## src/rtl/mm1_mem_req.sv

```systemverilog
// MM1 memory-request stage: drives the data-side SRAM-like request bus, builds strobes/store data,
// flags misaligned accesses and drops responses that belong to flushed instructions.
module mm1_mem_req #(
  parameter int MAX_OUTST = 2,
  parameter int CNT_W     = 2
) (
  input  logic        clk,
  input  logic        rst,
  input  logic        mm1_valid,
  input  logic        mm1_mm_re,
  input  logic        mm1_mm_we,
  input  logic [1:0]  mm1_mm_sz,
  input  logic [31:0] mm1_mm_addr,
  input  logic [31:0] mm1_mm_wdata,
  input  logic        flush,
  input  logic        mm2_allowin,
  output logic        mm1_allowin,
  output logic        mm1_to_mm2_vld,
  output logic        mm1_ale,
  output logic        data_req,
  output logic        data_wr,
  output logic [1:0]  data_size,
  output logic [3:0]  data_wstrb,
  output logic [31:0] data_addr,
  output logic [31:0] data_wdata,
  input  logic        data_addr_ok,
  input  logic        data_data_ok,
  input  logic [31:0] data_rdata,
  output logic        mm2_resp_vld,
  output logic [31:0] mm2_resp_rdata
);

  typedef enum logic [1:0] {IDLE, REQ, DONE, CANCEL} state_t;

  function automatic logic misaligned(input logic [1:0] sz, input logic [1:0] lo);
    case (sz)
      2'd0:    return 1'b0;
      2'd1:    return lo[0];
      default: return lo != 2'b00;
    endcase
  endfunction

  function automatic logic [3:0] strobe(input logic we, input logic [1:0] sz, input logic [1:0] lo);
    if (!we) return 4'b0000;
    case (sz)
      2'd0:    return 4'b0001 << lo;
      2'd1:    return lo[1] ? 4'b1100 : 4'b0011;
      default: return 4'b1111;
    endcase
  endfunction

  function automatic logic [31:0] replicate(input logic [1:0] sz, input logic [31:0] wd);
    case (sz)
      2'd0:    return {4{wd[7:0]}};
      2'd1:    return {2{wd[15:0]}};
      default: return wd;
    endcase
  endfunction

  state_t           state;
  logic [CNT_W-1:0] outst_cnt;
  logic [CNT_W-1:0] discard_cnt;
  logic [CNT_W-1:0] outst_nxt;
  logic [CNT_W-1:0] discard_nxt;

  // request fields captured on issue so the bus stays stable while waiting for addr_ok
  logic        wr_p1;
  logic [1:0]  size_p1;
  logic [3:0]  wstrb_p1;
  logic [31:0] addr_p1;
  logic [31:0] wdata_p1;

  logic        mem_op;
  logic        issue;
  logic        in_req;
  logic        acc;
  logic        ready_go;
  logic        drop;
  logic [1:0]  size_p0;

  assign mem_op   = mm1_valid & (mm1_mm_re | mm1_mm_we);
  assign mm1_ale  = mem_op & misaligned(mm1_mm_sz, mm1_mm_addr[1:0]);
  assign issue    = (state == IDLE) & mem_op & ~mm1_ale & ~flush &
                    (outst_cnt < CNT_W'(MAX_OUTST));
  assign in_req   = issue | (state == REQ);
  assign data_req = in_req | (state == CANCEL);
  assign acc      = data_req & data_addr_ok;
  assign ready_go = ~mem_op | mm1_ale | (state == DONE) | (in_req & data_addr_ok);
  assign size_p0  = (mm1_mm_sz == 2'd3) ? 2'd2 : mm1_mm_sz;

  assign mm1_to_mm2_vld = mm1_valid & ready_go & ~flush & (state != CANCEL);
  assign mm1_allowin    = (state != CANCEL) & (~mm1_valid | (ready_go & mm2_allowin));

  assign data_wr    = (state == IDLE) ? mm1_mm_we : wr_p1;
  assign data_size  = (state == IDLE) ? size_p0 : size_p1;
  assign data_wstrb = (state == IDLE) ? strobe(mm1_mm_we, mm1_mm_sz, mm1_mm_addr[1:0]) : wstrb_p1;
  assign data_addr  = (state == IDLE) ? mm1_mm_addr : addr_p1;
  assign data_wdata = (state == IDLE) ? replicate(mm1_mm_sz, mm1_mm_wdata) : wdata_p1;

  assign drop           = data_data_ok & (discard_cnt != '0);
  assign mm2_resp_vld   = data_data_ok & (discard_cnt == '0);
  assign mm2_resp_rdata = data_rdata;

  // a flush turns everything still in flight after this cycle into responses to discard
  always_comb begin
    outst_nxt = outst_cnt;
    if (acc && !data_data_ok)
      outst_nxt = outst_cnt + 1'b1;
    else if (!acc && data_data_ok)
      outst_nxt = outst_cnt - 1'b1;
    discard_nxt = discard_cnt;
    if (flush)
      discard_nxt = outst_nxt;
    else if ((state == CANCEL) && acc && !drop)
      discard_nxt = discard_cnt + 1'b1;
    else if (!((state == CANCEL) && acc) && drop)
      discard_nxt = discard_cnt - 1'b1;
  end

  always_ff @(posedge clk) begin
    if (rst) begin
      state       <= IDLE;
      outst_cnt   <= '0;
      discard_cnt <= '0;
    end else begin
      outst_cnt   <= outst_nxt;
      discard_cnt <= discard_nxt;
      case (state)
        IDLE: if (issue) state <= acc ? (mm2_allowin ? IDLE : DONE) : REQ;
        REQ: begin
          if (flush)    state <= acc ? IDLE : CANCEL;
          else if (acc) state <= mm2_allowin ? IDLE : DONE;
        end
        DONE:   if (flush || mm2_allowin) state <= IDLE;
        CANCEL: if (acc) state <= IDLE;
        default: state <= IDLE;
      endcase
    end
  end

  // ---- p0 -> p1: capture request fields ----
  always_ff @(posedge clk) begin
    if (issue) begin
      wr_p1    <= mm1_mm_we;
      size_p1  <= size_p0;
      wstrb_p1 <= strobe(mm1_mm_we, mm1_mm_sz, mm1_mm_addr[1:0]);
      addr_p1  <= mm1_mm_addr;
      wdata_p1 <= replicate(mm1_mm_sz, mm1_mm_wdata);
    end
  end

endmodule
```

## config.mk

```make
export PLATFORM = sky130hd
export DESIGN_NAME = mm1_mem_req
export DESIGN_NICKNAME = d
export VERILOG_FILES = /design/src/rtl/mm1_mem_req.sv
export SDC_FILE = /design/constraint.sdc
export NUM_CORES = 1
export LEC_CHECK = 0
export CORE_MARGIN = 8
export CORE_UTILIZATION = 30
export CTS_CLUSTER_DIAMETER = 60
export DETAILED_ROUTE_END_ITERATION = 8
export SYNTH_ARGS = -nofsm -noshare
export SYNTH_HDL_FRONTEND = slang
export SYNTH_SLANG_ARGS = --single-unit
```

## constraint.sdc

```tcl
create_clock -name clk -period 16.7 [get_ports clk]
set_input_delay 3.34 -clock clk [delete_from_list [all_inputs] [get_ports clk]]
set_output_delay 3.34 -clock clk [all_outputs]
set_load 0.02 [all_outputs]
```

After elaboration in Yosys (flattened, before gate mapping)
Index checks and enable logic that the tools add are counted.
{"block": "totals", "reg_bits": 77, "ramBits": 0, "mem_bits_ro": 0, "n_memories": 0, "input_bits": 107, "word_cells": 96, "latch_bits": 0, "output_inout_bits": 108}
{"block": "op_classes", "bitwise": 26, "magnitude_cmp": 1, "div": 0, "n_addsub": 4, "reduce_logical": 17, "mul": 0, "eq_ne": 10, "n_shift": 1, "n_mux": 29}
{"operator": "$mux 32", "n": 2}
{"operator": "$pmux 32 s2", "n": 1}
{"operator": "$mux 2", "n": 15}
{"operator": "$mux 4", "n": 5}
{"operator": "$and 1x1->1", "n": 15}
{"operator": "$pmux 2 s4", "n": 1}
{"operator": "$pmux 4 s2", "n": 1}
{"operator": "$or 1x1->1", "n": 7}
{"operator": "$eq 2x2->1 const B", "n": 3}
{"operator": "$logic_not 2->1", "n": 3}
{"operator": "$ne 2x2->1 const B", "n": 3}
{"operator": "$logic_and 1x1->1", "n": 5}
{"operator": "$add 2x1->2 const B", "n": 2}
{"operator": "$eq 2x1->1 const B", "n": 2}
{"operator": "$logic_not 1->1", "n": 4}
{"operator": "$not 1->1", "n": 4}
{"operator": "$reduce_and 4->1", "n": 1}
{"operator": "$reduce_bool 2->1", "n": 2}
{"operator": "$shl 1x2->4 const A", "n": 1}
{"operator": "$sub 2x1->2 const B", "n": 2}
{"operator": "$mux 1", "n": 3}
{"operator": "$ne 3x3->1 const B", "n": 1}
{"operator": "$reduce_bool 3->1", "n": 1}
{"operator": "$lt 2x2->1 const B", "n": 1}
{"operator": "3 further kinds", "n": 3}

Logic depth before layout (Yosys ltp)
{"block": "logic_depth", "ltp_word": 16, "ltp_mapped": 7}

Least setup slack after synthesis
OpenSTA, ideal clock, no wires.
{"block": "synth_path", "path_kind": "input -> register", "from": "input port mm1_mm_sz[1]", "to": "register addr_p1[0], enable pin", "cell_stages": 4, "path_buffers": 1, "t_arrival_ps": 10549, "setup_slack_ps": 5468, "cell_sequence": "buf_4 > o21ai_1 > nand3_1 > nor4_1"}
{"block": "synth_via", "elab_chain_len": 7, "elab_cells_between_ends": 8, "cone_classes": "eq/ne: 1; mux: 1; bitwise: 5; reduce/logical: 1"}
{"element": "from (decl)", "line": "12", "source": "input logic [1:0] mm1_mm_sz,"}
{"element": "$eq 2x1->1 / $logic_not 2->1 (equally long branches)", "line": "36", "source": "case (sz)"}
{"element": "$pmux 1 s2 *", "line": "36"}
{"element": "$and 1x1->1 *", "line": "82", "source": "assign mm1_ale = mem_op & misaligned(mm1_mm_sz, mm1_mm_addr[1:0]);"}
{"element": "$not 1->1 *", "line": "83", "source": "assign issue = (state == IDLE) & mem_op & ~mm1_ale & ~flush &"}
{"element": "$and 1x1->1 * (3 in series)", "line": "83"}
{"element": "net issue", "line": "74", "source": "logic issue;"}
{"element": "to (signal assigned)", "line": "147", "source": "addr_p1 <= mm1_mm_addr;"}
{"element": "to (decl)", "line": "70", "source": "logic [31:0] addr_p1;"}
The timed path passes the listed nets; every way through them passes the cells marked *.
A chain may end at the register's enable or synchronous reset.

Worst setup path in the final report
{"block": "layout_path", "from": "input port mm1_mm_sz[0]", "to": "output port mm1_allowin"}
{"block": "layout_via", "elab_chain_len": 13, "elab_cells_between_ends": 16, "cone_classes": "eq/ne: 1; mux: 1; bitwise: 13; reduce/logical: 1"}
{"element": "$eq 2x1->1 / $logic_not 2->1 (equally long branches)", "line": "36"}
{"element": "$pmux 1 s2 *", "line": "36"}
{"element": "$and 1x1->1 *", "line": "82"}
{"element": "$not 1->1", "line": "83"}
{"element": "$and 1x1->1 (3 in series)", "line": "83"}
{"element": "$or 1x1->1", "line": "85", "source": "assign in_req = issue | (state == REQ);"}
{"element": "$and 1x1->1", "line": "88", "source": "assign ready_go = ~mem_op | mm1_ale | (state == DONE) | (in_req & data_addr_ok);"}
{"element": "$or 1x1->1 *", "line": "88"}
{"element": "$and 1x1->1 *", "line": "92", "source": "assign mm1_allowin = (state != CANCEL) & (~mm1_valid | (ready_go & mm2_allowin));"}
{"element": "$or 1x1->1 *", "line": "92"}
{"element": "$and 1x1->1 *", "line": "92"}
{"element": "to (decl)", "line": "17", "source": "output logic mm1_allowin,"}
Mark *: on every way between the ends. The rest lies on a longest branch, timed or not.

==> flow_summary.json <==
{
  "outcome": "completed",
  "floorplan.die_area_um2": 17730,
  "synth_simple_gate_area_share": 0.2134,
  "mean_routed_wirelength_per_cell_um": 16.14,
  "synth-seq-cells": 77,
  "power.density_cell_area_nw_per_um2": 88.86,
  "crit_path_frequent_cell": "clkdlybuf4s50_1",
  "synth_compound_gate_area_share": 0.04438,
  "post_synthesis_sequential_area_ratio": 0.5471,
  "power.total_w": 0.0005166,
  "finalClockSkew_ns": 0.005614,
  "cts_made_buffers": 9,
  "top_level_ports": 215,
  "antenna_cells_inserted": 0,
  "timing.critical_path.to_type": "primary output",
  "area_of_the_multi_input_gates_um2": 1515,
  "setup.worst_path.class": "primary input to primary output",
  "post_cts_sizing": 0,
  "postRouteAntennaNets": 0,
  "grt.total_usage": 0.1300,
  "timing.critical_path.fanout_max": 12,
  "count_of_flip_flops_with_a_built_in_enable_after_synthesis": 71,
  "netlist_instances": 420,
  "core_area_um2": 13670,
  "tritoncts_num_sinks": 77,
  "finish.net_count": 639,
  "sum_of_routed_wire_length_over_all_layers_mm": 11.54,
  "cts_max_level": 3,
  "filler_cell_count": 1358,
  "crit_required_ns": 13.36,
  "share_of_cell_area_taken_by_muxes_after_synthesis": 0.1012,
  "post_cts_hold_buffer_count": 0,
  "max_freq_ghz": 0.1086,
  "layout_worst_path_cycle_share": 0.5514,
  "final_hold_viol_count": 0,
  "place_hpwl_mm": 8.395,
  "chipHeight_um": 133.1,
  "slew_violations": 0,
  "synthDistinctLibCells": 37,
  "clkLatencyLatePin_ns": 0.33,
  "grt_overflow": 0,
  "routed-via-count": 3224,
  "rows": 43,
  "post_route_cells_drive_above_1_share": 0.09907,
  "timing.final.crit_period_ns": 9.209,
  "synth_area_in_xor_xnor": 0.006383,
  "areaGrowthSynthToFinish_pct": 41.25,
  "dieWidth_um": 133.1,
  "hp-start": "discard_cnt[0]$_SDFFE_PP0P_",
  "power_leakage_nw": 2.268,
  "worstMarginPinSlew_ns": 0.7570,
  "setup_repair_after_global_routing_missed_its_margin": "false",
  "ff_latch_area_um2": 2252,
  "detailedRoute.firstPassIterationCount": 4,
  "finalWeightedCongestion": 0.7529,
  "startpoint_type": "primary input",
  "hp-class": "register to register",
  "worst_ep_arrival_time_ns": 5.87,
  "cts_root_buf": "clkbuf_16",
  "synth_fa_ha_area_frac": 0,
  "cp_cell_sequence": "clkdlybuf4s50_1 -> o21ai_1 -> a41o_2 -> nor3_1 -> nand2b_1 -> a22oi_1 -> clkdlybuf4s50_1",
  "place.port_buffers": 150,
  "critPathSlowestCell": "clkdlybuf4s50_1",
  "grt_pass1_vias": 3430,
  "synth_top_flop_cell": "edfxtp_1",
  "worstPathBufferInverterCount": 2,
  "timing.critical_path.max_delay_family": "buffers and inverters",
  "async_flop_share": 0,
  "synth_top_family_by_area": "simple AND/OR/NAND/NOR gates",
  "postSynthNetCount": 527,
  "final_cell_mix": "nand2_1, clkdlybuf4s50_1, edfxtp_1",
  "setup_tns_ns": 0,
  "avgSynthCellArea_um2": 9.801,
  "post_detailed_route_drc_marker_count": 0,
  "clkSlewWorstSetupHoldPaths_ns": 0.06,
  "vias_per_cell": 4.509,
  "tritoncts": "built",
  "critical_path.max_stage_delay_ns": 0.96,
  "max-clock-path-buffers": 2,
  "layout_commonest_cell": "nand2_1",
  "ir_drop_mv": 0.03668,
  "post-cts-setup-buffers": 0,
  "grt_max_degree": 54,
  "critPathLaunch": "mm1_mm_sz[0]",
  "maxCapViolCount": 0,
  "ys.warnings.count": 0,
  "drtIter0Drc": 137,
  "initial_core_util": 0.3012,
  "setup_viol": 0,
  "relative_max_transition_margin": 0.4938,
  "synth.cell_area_um2": 4116,
  "critical_path.reg2reg.startpoint": "state[1]$_SDFFE_PP0P_",
  "grt_first_pass_wirelength_mm": 18.33,
  "antenna_found_initial": 0
}
## cells in the mapped netlist, types with 3 or more instances
library cell / number / share of area
dfxtp_1: 6 / 0.029
buf_4: 33 / 0.060
mux2i_1: 9 / 0.022
nor2_1: 9 / 0.0082
nand2b_1: 3 / 0.0046
nand3_1: 4 / 0.0049
a21oi_1: 4 / 0.0049
nand2_1: 186 / 0.17
inv_1: 3 / 0.0027
o21a_1: 4 / 0.0073
o21ai_0: 10 / 0.012
edfxtp_1: 71 / 0.52
buf_2: 12 / 0.015
mux2_2: 29 / 0.079
clkbuf_1: 8 / 0.0073
## sequential cells by signal, summed over array words and instances, names as in the netlist
name,count
addr_p1,32
wdata_p1,32
wstrb_p1,4
discard_cnt,2
outst_cnt,2
size_p1,2
state,2
wr_p1,1
## layout make-up
cell class | count | area share
Clock buffer | 11 | 0.04003
Clock inverter | 3 | 0.006671
Inverter | 3 | 0.001937
Multi-Input combinational cell | 286 | 0.2606
Sequential cell | 77 | 0.3873
Tap cell | 180 | 0.03873
Timing Repair Buffer | 155 | 0.2647
## stage by stage
| step | util | worst slack (ns) | cells | cell area, um^2 | hold WS, ns |
|---|---|---|---|---|---|
| finish | 0.4255 | 7.491 | 715 | 5814 | 0.6060 |
| global route | 0.4255 | 7.341 | 715 | 5814 | 0.6609 |
| CTS | 0.4255 | 7.475 | 715 | 5814 | 0.6124 |
| detailed placement | 0.4056 | 7.471 | 701 | 5543 | 0.5988 |
| global placement | 0.4056 | 7.487 | 701 | 5543 | 0.5608 |
| floorplan | - | 5.468 | 420 | 4116 | 0.5260 |
## per-layer routing
metal | vias to the layer above | global-route usage | wire length (um)
met1 | 1509 | 0.1481 | 4816
li1 | 1601 | - | -
met5 | - | 0 | 0
met3 | 21 | 0.04631 | 838
met4 | 0 | 0.05926 | 218
met2 | 93 | 0.2147 | 5669
## report_power, final
part	total (W)	switching [W]	internal [W]
clock	0.000184	0.0000710	0.000113
sequential	0.000221	0.00000255	0.000219
combinational	0.000111	0.0000557	0.0000553
total	0.000517	0.000129	0.000387
## path summary, 6_finish.rpt
check	slack [ns]	cells after the start	endpoint
setup / recovery	7.49	7	mm1_allowin
hold reg to reg	0.61	2	discard_cnt[1]$_SDFFE_PP0P_
setup reg to reg	14.53	3	addr_p1[19]$_DFFE_PP_
hold / removal	0.61	2	discard_cnt[1]$_SDFFE_PP0P_
## worst min-delay path, delay by kind of cell (launching register included)
family             cells  cell delay [ns]
DFF                    1             0.37
AOI/OAI and AO/OA      2             0.19
## logic make-up (layout without fill, tap and decap cells)
kind of cell / Yosys count / count (layout)
AOI/OAI and AO/OA: 28 / 28
xor gates and xnor gates: 3 / 3
buffers and inverters: 57 / 172
DFF: 77 / 77
muxes: 38 / 38
and+or+nand+nor: 217 / 217
No activity file was read; power rests on OpenSTA's default activity.
